===== src/rtl/var_base.sv =====
// Variable-side controller of a clause bin: holds per-variable value,
// implied flag and level, and runs decide / imply / backtrack rounds.
module var_base #(
  parameter int NUM_VARS      = 8,
  parameter int WIDTH_VAR_IDX = 3,
  parameter int WIDTH_LVL     = 8
) (
  input  logic                     clk,
  input  logic                     rst,
  input  logic                     decide_i,
  input  logic [WIDTH_VAR_IDX-1:0] decide_idx_i,
  input  logic                     decide_val_i,
  input  logic [WIDTH_LVL-1:0]     decide_lvl_i,
  input  logic                     bkt_i,
  input  logic [WIDTH_LVL-1:0]     bkt_lvl_i,
  output logic [NUM_VARS*3-1:0]    var_value_tolit_o,
  input  logic [NUM_VARS*3-1:0]    var_value_fromlit_i,
  output logic                     wr_o,
  output logic                     imp_drv_o,
  input  logic                     cclause_i,
  output logic                     busy_o,
  output logic                     done_o,
  output logic                     conflict_o,
  output logic                     all_assigned_o
);

  localparam logic [2:0] S_IDLE   = 3'd0;
  localparam logic [2:0] S_WRITE  = 3'd1;
  localparam logic [2:0] S_IMPLY  = 3'd2;
  localparam logic [2:0] S_BKT_WR = 3'd3;
  localparam logic [2:0] S_DONE   = 3'd4;

  logic [2:0]           state_q, state_d;
  logic [1:0]           val_q [NUM_VARS];
  logic [1:0]           val_d [NUM_VARS];
  logic                 imp_q [NUM_VARS];
  logic                 imp_d [NUM_VARS];
  logic [WIDTH_LVL-1:0] lvl_q [NUM_VARS];
  logic [WIDTH_LVL-1:0] lvl_d [NUM_VARS];
  logic [WIDTH_LVL-1:0] cur_lvl_q, cur_lvl_d;
  logic                 conflict_q, conflict_d;

  logic       tgt_free;
  logic       imp_conf;
  logic       imp_new;
  logic [2:0] lit;

  always_comb begin
    state_d    = state_q;
    val_d      = val_q;
    imp_d      = imp_q;
    lvl_d      = lvl_q;
    cur_lvl_d  = cur_lvl_q;
    conflict_d = conflict_q;
    tgt_free   = 1'b0;
    imp_conf   = 1'b0;
    imp_new    = 1'b0;
    lit        = '0;

    for (int i = 0; i < NUM_VARS; i++) begin
      if (decide_idx_i == WIDTH_VAR_IDX'(i) && val_q[i] == 2'b00)
        tgt_free = 1'b1;
    end

    case (state_q)
      S_IDLE: begin
        if (bkt_i) begin
          for (int i = 0; i < NUM_VARS; i++) begin
            if (lvl_q[i] > bkt_lvl_i) begin
              val_d[i] = 2'b00;
              imp_d[i] = 1'b0;
              lvl_d[i] = '0;
            end
          end
          cur_lvl_d = bkt_lvl_i;
          state_d   = S_BKT_WR;
        end else if (decide_i && tgt_free) begin
          for (int i = 0; i < NUM_VARS; i++) begin
            if (decide_idx_i == WIDTH_VAR_IDX'(i)) begin
              val_d[i] = decide_val_i ? 2'b10 : 2'b01;
              imp_d[i] = 1'b0;
              lvl_d[i] = decide_lvl_i;
            end
          end
          cur_lvl_d = decide_lvl_i;
          state_d   = S_WRITE;
        end else if (decide_i) begin
          conflict_d = 1'b0;
          state_d    = S_DONE;
        end
      end
      S_WRITE: state_d = S_IMPLY;
      S_IMPLY: begin
        for (int i = 0; i < NUM_VARS; i++) begin
          lit = var_value_fromlit_i[(NUM_VARS-1-i)*3 +: 3];
          if (lit[2] && (lit[1:0] == 2'b01 || lit[1:0] == 2'b10)) begin
            if (val_q[i] == 2'b00) begin
              val_d[i] = lit[1:0];
              imp_d[i] = 1'b1;
              lvl_d[i] = cur_lvl_q;
              imp_new  = 1'b1;
            end else if (val_q[i] != lit[1:0]) begin
              imp_conf = 1'b1;
            end
          end
        end
        // a conflicting round keeps none of its latches
        if (cclause_i || imp_conf) begin
          val_d      = val_q;
          imp_d      = imp_q;
          lvl_d      = lvl_q;
          conflict_d = 1'b1;
          state_d    = S_DONE;
        end else if (imp_new) begin
          state_d = S_WRITE;
        end else begin
          conflict_d = 1'b0;
          state_d    = S_DONE;
        end
      end
      S_BKT_WR: begin
        conflict_d = 1'b0;
        state_d    = S_DONE;
      end
      S_DONE:  state_d = S_IDLE;
      default: state_d = S_IDLE;
    endcase
  end

  always_ff @(posedge clk or negedge rst) begin
    if (!rst) begin
      state_q    <= S_IDLE;
      cur_lvl_q  <= '0;
      conflict_q <= 1'b0;
      for (int i = 0; i < NUM_VARS; i++) begin
        val_q[i] <= 2'b00;
        imp_q[i] <= 1'b0;
        lvl_q[i] <= '0;
      end
    end else begin
      state_q    <= state_d;
      cur_lvl_q  <= cur_lvl_d;
      conflict_q <= conflict_d;
      val_q      <= val_d;
      imp_q      <= imp_d;
      lvl_q      <= lvl_d;
    end
  end

  always_comb begin
    var_value_tolit_o = '0;
    all_assigned_o    = 1'b1;
    for (int i = 0; i < NUM_VARS; i++) begin
      var_value_tolit_o[(NUM_VARS-1-i)*3 +: 3] = {imp_q[i], val_q[i]};
      if (val_q[i] == 2'b00)
        all_assigned_o = 1'b0;
    end
  end

  assign wr_o       = (state_q == S_WRITE) || (state_q == S_BKT_WR);
  assign imp_drv_o  = (state_q == S_IMPLY);
  assign busy_o     = (state_q != S_IDLE);
  assign done_o     = (state_q == S_DONE);
  assign conflict_o = conflict_q;

endmodule


===== config.mk =====
export PLATFORM = sky130hd
export DESIGN_NAME = var_base
export DESIGN_NICKNAME = d
export VERILOG_FILES = /design/src/rtl/var_base.sv
export SDC_FILE = /design/constraint.sdc
export NUM_CORES = 1
export LEC_CHECK = 0
export ABC_AREA = 1
export CORE_MARGIN = 4
export CORE_UTILIZATION = 57
export CTS_CLUSTER_DIAMETER = 200
export DETAILED_ROUTE_END_ITERATION = 10
export PLACE_DENSITY = 0.81
export SLEW_MARGIN = 0
export SYNTH_ARGS = -nofsm -noshare
export SYNTH_HDL_FRONTEND = slang
export SYNTH_SLANG_ARGS = --single-unit

===== constraint.sdc =====
create_clock -name clk -period 1.9 [get_ports clk]
set_input_delay 0.19 -clock clk [delete_from_list [all_inputs] [get_ports clk]]
set_output_delay 0.19 -clock clk [all_outputs]
set_load 0.02 [all_outputs]

Word level (Yosys, flattened, before mapping) --
Index checks and enable logic that the tools add are counted.
Storage, ports and cells: output and inout port bits 30, logic and storage cells 347, bits in registers 100
Cells by class: magnitude comparators 8, eq/ne operators 74, multiplexer cells 187, reductions and logical operators 51
Operators with widths (number):
- $mux 8 | 37
- $mux 64 | 3
- $pmux 64 s2 | 1
- $mux 1 | 101
- $mux 2 | 33
- $gt 8x8->1 | 8
- $reduce_and 7->1 | 8
- $ne 3x3->1 const B | 17
- $mux 16 | 3
- $ne 2x1->1 const B | 16
- $pmux 16 s2 | 1
- $logic_and 1x1->1 | 17
- $eq 2x1->1 const B | 8
- $eq 2x2->1 const B | 8
- $logic_not 2->1 | 8
- $ne 2x2->1 | 8
- $pmux 8 s2 | 1
- $eq 3x3->1 const B | 5
- $mux 3 | 5
- $eq 3x2->1 const B | 4
- $pmux 3 s4 | 1
- $logic_or 1x1->1 | 10
- $ne 2x2->1 const B | 4
- $eq 3x1->1 const B | 2
- other kinds (8) | 11

Longest topological paths before layout --
Gate-level depths: netlist of run 1.
depth after elaboration 32, mapped depth 16, depth with buffers taken out 15

Least setup slack after synthesis of run 1 --
OpenSTA, ideal clock, no wires.
kind register -> register, from register val_q (netlist bit var_value_tolit_o[7]), to register val_q (netlist bit var_value_tolit_o[9]), stages on the path, launching flop included 13, path buffers 2, arrival 1646 ps, period minus slack after synthesis 1764 ps, path slack 136 ps, cell sequence dfrtp_1 > nor2_1 > nand3_1 > nand2_1 > nor2_1 > nand2_1 > nand2_1 > a21oi_2 > buf_6 > nand3_2 > buf_6 > nand2_1 > nand2_1
Between the ends: word-level cells in the longest chain between the ends 14, elaborated cells between the ends (all ways) 21
RTL lines:
- start: declaration | line 34 | logic [1:0] val_q [NUM_VARS];
- start signal: assignment | line 144 | val_q <= val_d;
- $ne 2x2->1 | line 102 | end else if (val_q[i] != lit[1:0]) begin
- $mux 1 | line 102
- $mux 1 | line 97 | if (val_q[i] == 2'b00) begin
- $mux 1 | line 96 | if (lit[2] && (lit[1:0] == 2'b01 || lit[1:0] == 2'b10)) begin
- $mux 1 | line 102
- $mux 1 | line 97
- $mux 1 | line 96
- $mux 1 | line 102
- $mux 1 | line 97
- $mux 1 | line 96
- $mux 1 | line 65 | case (state_q)
- $logic_or 1x1->1 | line 108 | if (cclause_i || imp_conf) begin
- $ne 2x2->1 (no line)
- $reduce_and 7->1 (no line) (*)
Mark *: on every way between the ends. The rest lies on a longest branch, timed or not. The select of a mux whose other input is x is not followed. A chain may end at the register's enable or synchronous reset.

Worst setup path after layout of run 1 --
from register state_q[0], to register lvl_q[41] in the netlist's numbering
Between the ends: word-level cells in the longest chain between the ends 3, elaborated cells between the ends (all ways) 11
RTL lines:
- start: declaration | line 33 | logic [2:0] state_q, state_d;
- start signal: assignment | line 141 | state_q <= state_d;
- $eq 3x2->1 / $logic_not 3->1 (equally long branches) | line 65
- $ne 2x1->1 (no line) (tied with other cells)
- $reduce_and 7->1 (no line)
- end signal: assignment | line 146 | lvl_q <= lvl_d;
- end: declaration | line 38 | logic [WIDTH_LVL-1:0] lvl_q [NUM_VARS];
Several ways; a longest one is shown, not always the timed one.

==> summary.md, run 1 <==
| Metric | Value |
|---|---|
| Vias in the first global route | 7,562 |
| Top cell type's share of synthesized area | 36.30% |
| Synth Register Bits | 100 |
| DR vias | 8,549 |
| Reg2reg start | state_q[0]$_DFFE_PN0P_ |
| Post-synthesis simple-gate area fraction | 36.13% |
| Required @ worst endpoint | 2150 ps |
| TNS Setup | -13,820 ps |
| Post-layout net count | 1,267 |
| Hold Worst Slack | 132.3 ps |
| Post-DRT Antenna Nets | 0 |
| Reg power frac | 20.7% |
| Hold Path Class | input port to register |
| Comb power frac | 67.6% |
| Synth Warn # | 0 |
| Die ar. | 0.01392 mm^2 |
| Sequential element share of the synthesized area | 36.30% |
| Distinct cells, synth | 31 |
| Critical Path Start | state_q[0]$_DFFE_PN0P_ |
| Max-slew violation count | 0 |
| Tightest Pin Transition | 461.1 ps |
| Initial core utilization | 59.36% |
| Fill cell count | 529 |
| Largest net degree at the start of global routing | 35 |
| Clock power frac | 11.8% |
| RSZ-0062 raised after global routing | yes |
| DIE WIDTH | 118.0 um |
| Non-filler cells, final | 1,302 |
| Placement Setup Slack | -659.2 ps |
| Main combinational cell family by area after synthesis | simple AND/OR/NAND/NOR gates |
| Internal power | 9.322 mW |
| First-pass DRT Iterations | 8 |
| Initial DRC count | 1,326 |
| Synth Area in XOR/XNOR | 0.7623% |
| Post-synthesis compound-gate area fraction | 6.715% |
| Peak Freq | 0.4685 GHz |
| Type of the worst setup path | register to register |
| Setup violations, final | 98 |
| RD Place Congestion | 0.9101 |
| Nature of the critical path endpoint | register |
| IO buf count | 78 |
| Primary FF master, synth | dfrtp_1 |
| Vias per cell | 6.566 |
| Asr flop ratio synth | 100.0% |
| Clk_skew | 18.32 ps |
| Synth Area in Adders | 11.62% |
| Std-Cell Rows | 39 |
| Sw Share | 49.53% |
| Psw | 9.147 mW |
| H-tree depth | 3 |
| IO Pins | 79 |
| Post-Syn Area | 0.006894 mm^2 |
| Mux contribution to synthesized area | 0% |
| Failing checks | negative setup slack |
| Most frequent cells in the layout | 312 x nand2_1, 93 x buf_4, 93 x dfrtp_1 |
| Worst r2r dst | lvl_q[41]$_DFFE_PN0P_ |
| Status | finished with violations |
| Post-route minimum period | 2135 ps |
| Leakage | 5.287 nW |
| CORE AREA | 0.01161 mm^2 |
| Fraction of layout cells with a size suffix above 1 | 29.16% |
| Fin worst setup slack | -234.6 ps |
| Routed wire length | 30.24 mm |
| CTS clock-pin slew for the worst setup and hold paths | 80 ps |
| HP Start | bkt_lvl_i[7] |
| Placed cells | 1,232 |
| First-pass GRT wire length | 37.20 mm |
| Commonest non-fill, non-tap cell in the layout | nand2_1 |
| Synth top area cells | dfrtp_1 36%, nand2_1 22%, ha_1 12% |
| Synth-to-layout area growth | 48.89% |
| Total CTS buffers | 9 |
| Total grt overflow | 0 |
| Mean post-synth cell area | 7.280 um^2 |
| Headroom to the max-slew limit | 69.26% |
| Synthesized Nets | 1,060 |
| Power Dens Cells | 1799 mW/mm^2 |
| Area leader, netlist | dfrtp_1 |
| Ant. Diodes | 0 |
| Die height | 118.0 um |
| Initial antenna violation count | 0 |
| Bufs on Longest Clock Path | 2 |
| Synthesized instance count | 947 |
| Hpwl dp | 14.58 mm |
| Final period util | 112.3% |
| Max cap viols | 0 |
| WHS Endpoint | cur_lvl_q[7]$_DFFE_PN0P_ |
| WP data arrival | 2380 ps |
| Final Hold Violating Endpoints | 0 |
| Total GRT Usage | 33.35% |
| CP max FO | 8 |
| CTS tree | yes |
| R2r worst-path depth | 11 |
| Sinks on Clock Net | 100 |
| DRC Markers | 0 |
| Worst Hold Depth | 3 |
| FF-to-FF setup slack | -230 ps |
| CTS Root Cell | clkbuf_16 |
| Routed wire length per instance | 23.23 um |
| EDFF count, synth | 0 |
| Clock latency on the worst-skew pair | 380 ps |
| Peak supply drop | 1065 uV |
| Layout Utilization | 88.39% |
| Crit path launch type | register |
==> metal layers <==
layer / global-route usage (%) / part of all wire (%)
met3: 9.034 / 13
met5: 0 / 0
met4: 20.22 / 8.3
met2: 53.75 / 45
met1: 39.73 / 34
==> final cells by class <==
cell class / count / area, um^2 / share of cell area, %
inverter: 78 / 322.8 / 3.145
timing repair buffer: 230 / 2395 / 23.33
clock buffer: 11 / 252.7 / 2.462
tap: 143 / 178.9 / 1.743
clock inverter: 5 / 83.83 / 0.8167
multi-input combinational: 735 / 4521 / 44.04
sequential: 100 / 2511 / 24.46
==> cell usage after synthesis, types with 2 or more instances <==
library cell,n
nor2_1,47
nand3_2,7
o21a_1,8
nor4_1,2
nand4_1,90
ha_1,64
o21ai_2,3
nand2_1,395
o21ai_1,5
inv_1,73
clkbuf_1,8
a31oi_1,8
xor2_1,4
buf_2,11
a21oi_1,37
o21ai_0,20
dfrtp_1,100
buf_6,11
nor3_1,3
inv_2,4
buf_4,11
nor2_2,4
nand3_1,23
xnor2_1,2
==> registers in the layout, indices dropped and copies added (netlist names) <==
signal,count
conflict_o,1
cur_lvl_q,8
lvl_q,64
state_q,3
var_value_tolit_o,24
==> worst max-delay path by stage <==
stage	to	slack (ps)	cells past startpoint
after detailed placement	var_value_tolit_o[16]$_DFFE_PN0P_	-660	12
after global placement	lvl_q[40]$_DFFE_PN0P_	-610	12
after CTS	lvl_q[4]$_DFFE_PN0P_	-20	13
after floorplan	var_value_tolit_o[9]$_DFFE_PN0P_	140	12
final	lvl_q[41]$_DFFE_PN0P_	-230	11
after global routing	lvl_q[41]$_DFFE_PN0P_	-370	13
==> cells by family (layout without fill, tap and decap cells) <==
family                   Yosys count  in the layout
AND/OR/NAND/NOR                  575            582
AO/OA/AOI/OAI                     83             83
buffers and inverters            119            324
adder cells (fa/ha/maj)           64             64
XOR/XNOR                           6              6
flip-flops                       100            100
==> worst max-delay path: stages (launching register included) <==
cell and delay (ps):
dfrtp_1 410, inv_1 190, nand3_2 230, nand2_1 200, inv_1 100, a21oi_4 200, buf_12 160, buf_12 120
nand3_4 70, buf_6 160, nand2_2 70, nand2_1 90
==> power groups by stage <==
stage	Clock [mW]	Sequential [mW]	Combinational (mW)
floorplan	0	3.69	4.93
global placement	0	3.54	7.98
detailed placement	0	3.56	8.18
CTS	2.11	3.58	9.57
global route	2.25	3.85	13.0
finish	2.17	3.82	12.5
==> through the flow <==
| stage | power (mW) | cell area, um^2 |
|---|---|---|
| 3_3_place_gp | 11.52 | 8518 |
| 5_1_grt | 19.09 | 10260 |
| 6_report | 18.47 | 10260 |
| 2_1_floorplan | 8.622 | 6894 |
| 3_5_place_dp | 11.74 | 8518 |
| 4_1_cts | 15.26 | 9434 |
==> timing repair <==
| item | in CTS | in global routing |
|---|---|---|
| setup buffers | 16 | 21 |
| hold endpoints to repair | 28 | 0 |
| endpoints found under the setup margin | 91 | 102 |
| resized for setup | 99 | 153 |
| hold buffers | 1 | 0 |
| pin swaps | 18 | 47 |
| gates cloned | 9 | 10 |
No activity file was read; power rests on OpenSTA's default activity.
==> run 2, diff against run 1 <==
Settings changed: CAP_MARGIN from default to 20.
==> results of run 2 <==
The final DEF is identical to that of run 1; final timing and power are the same.
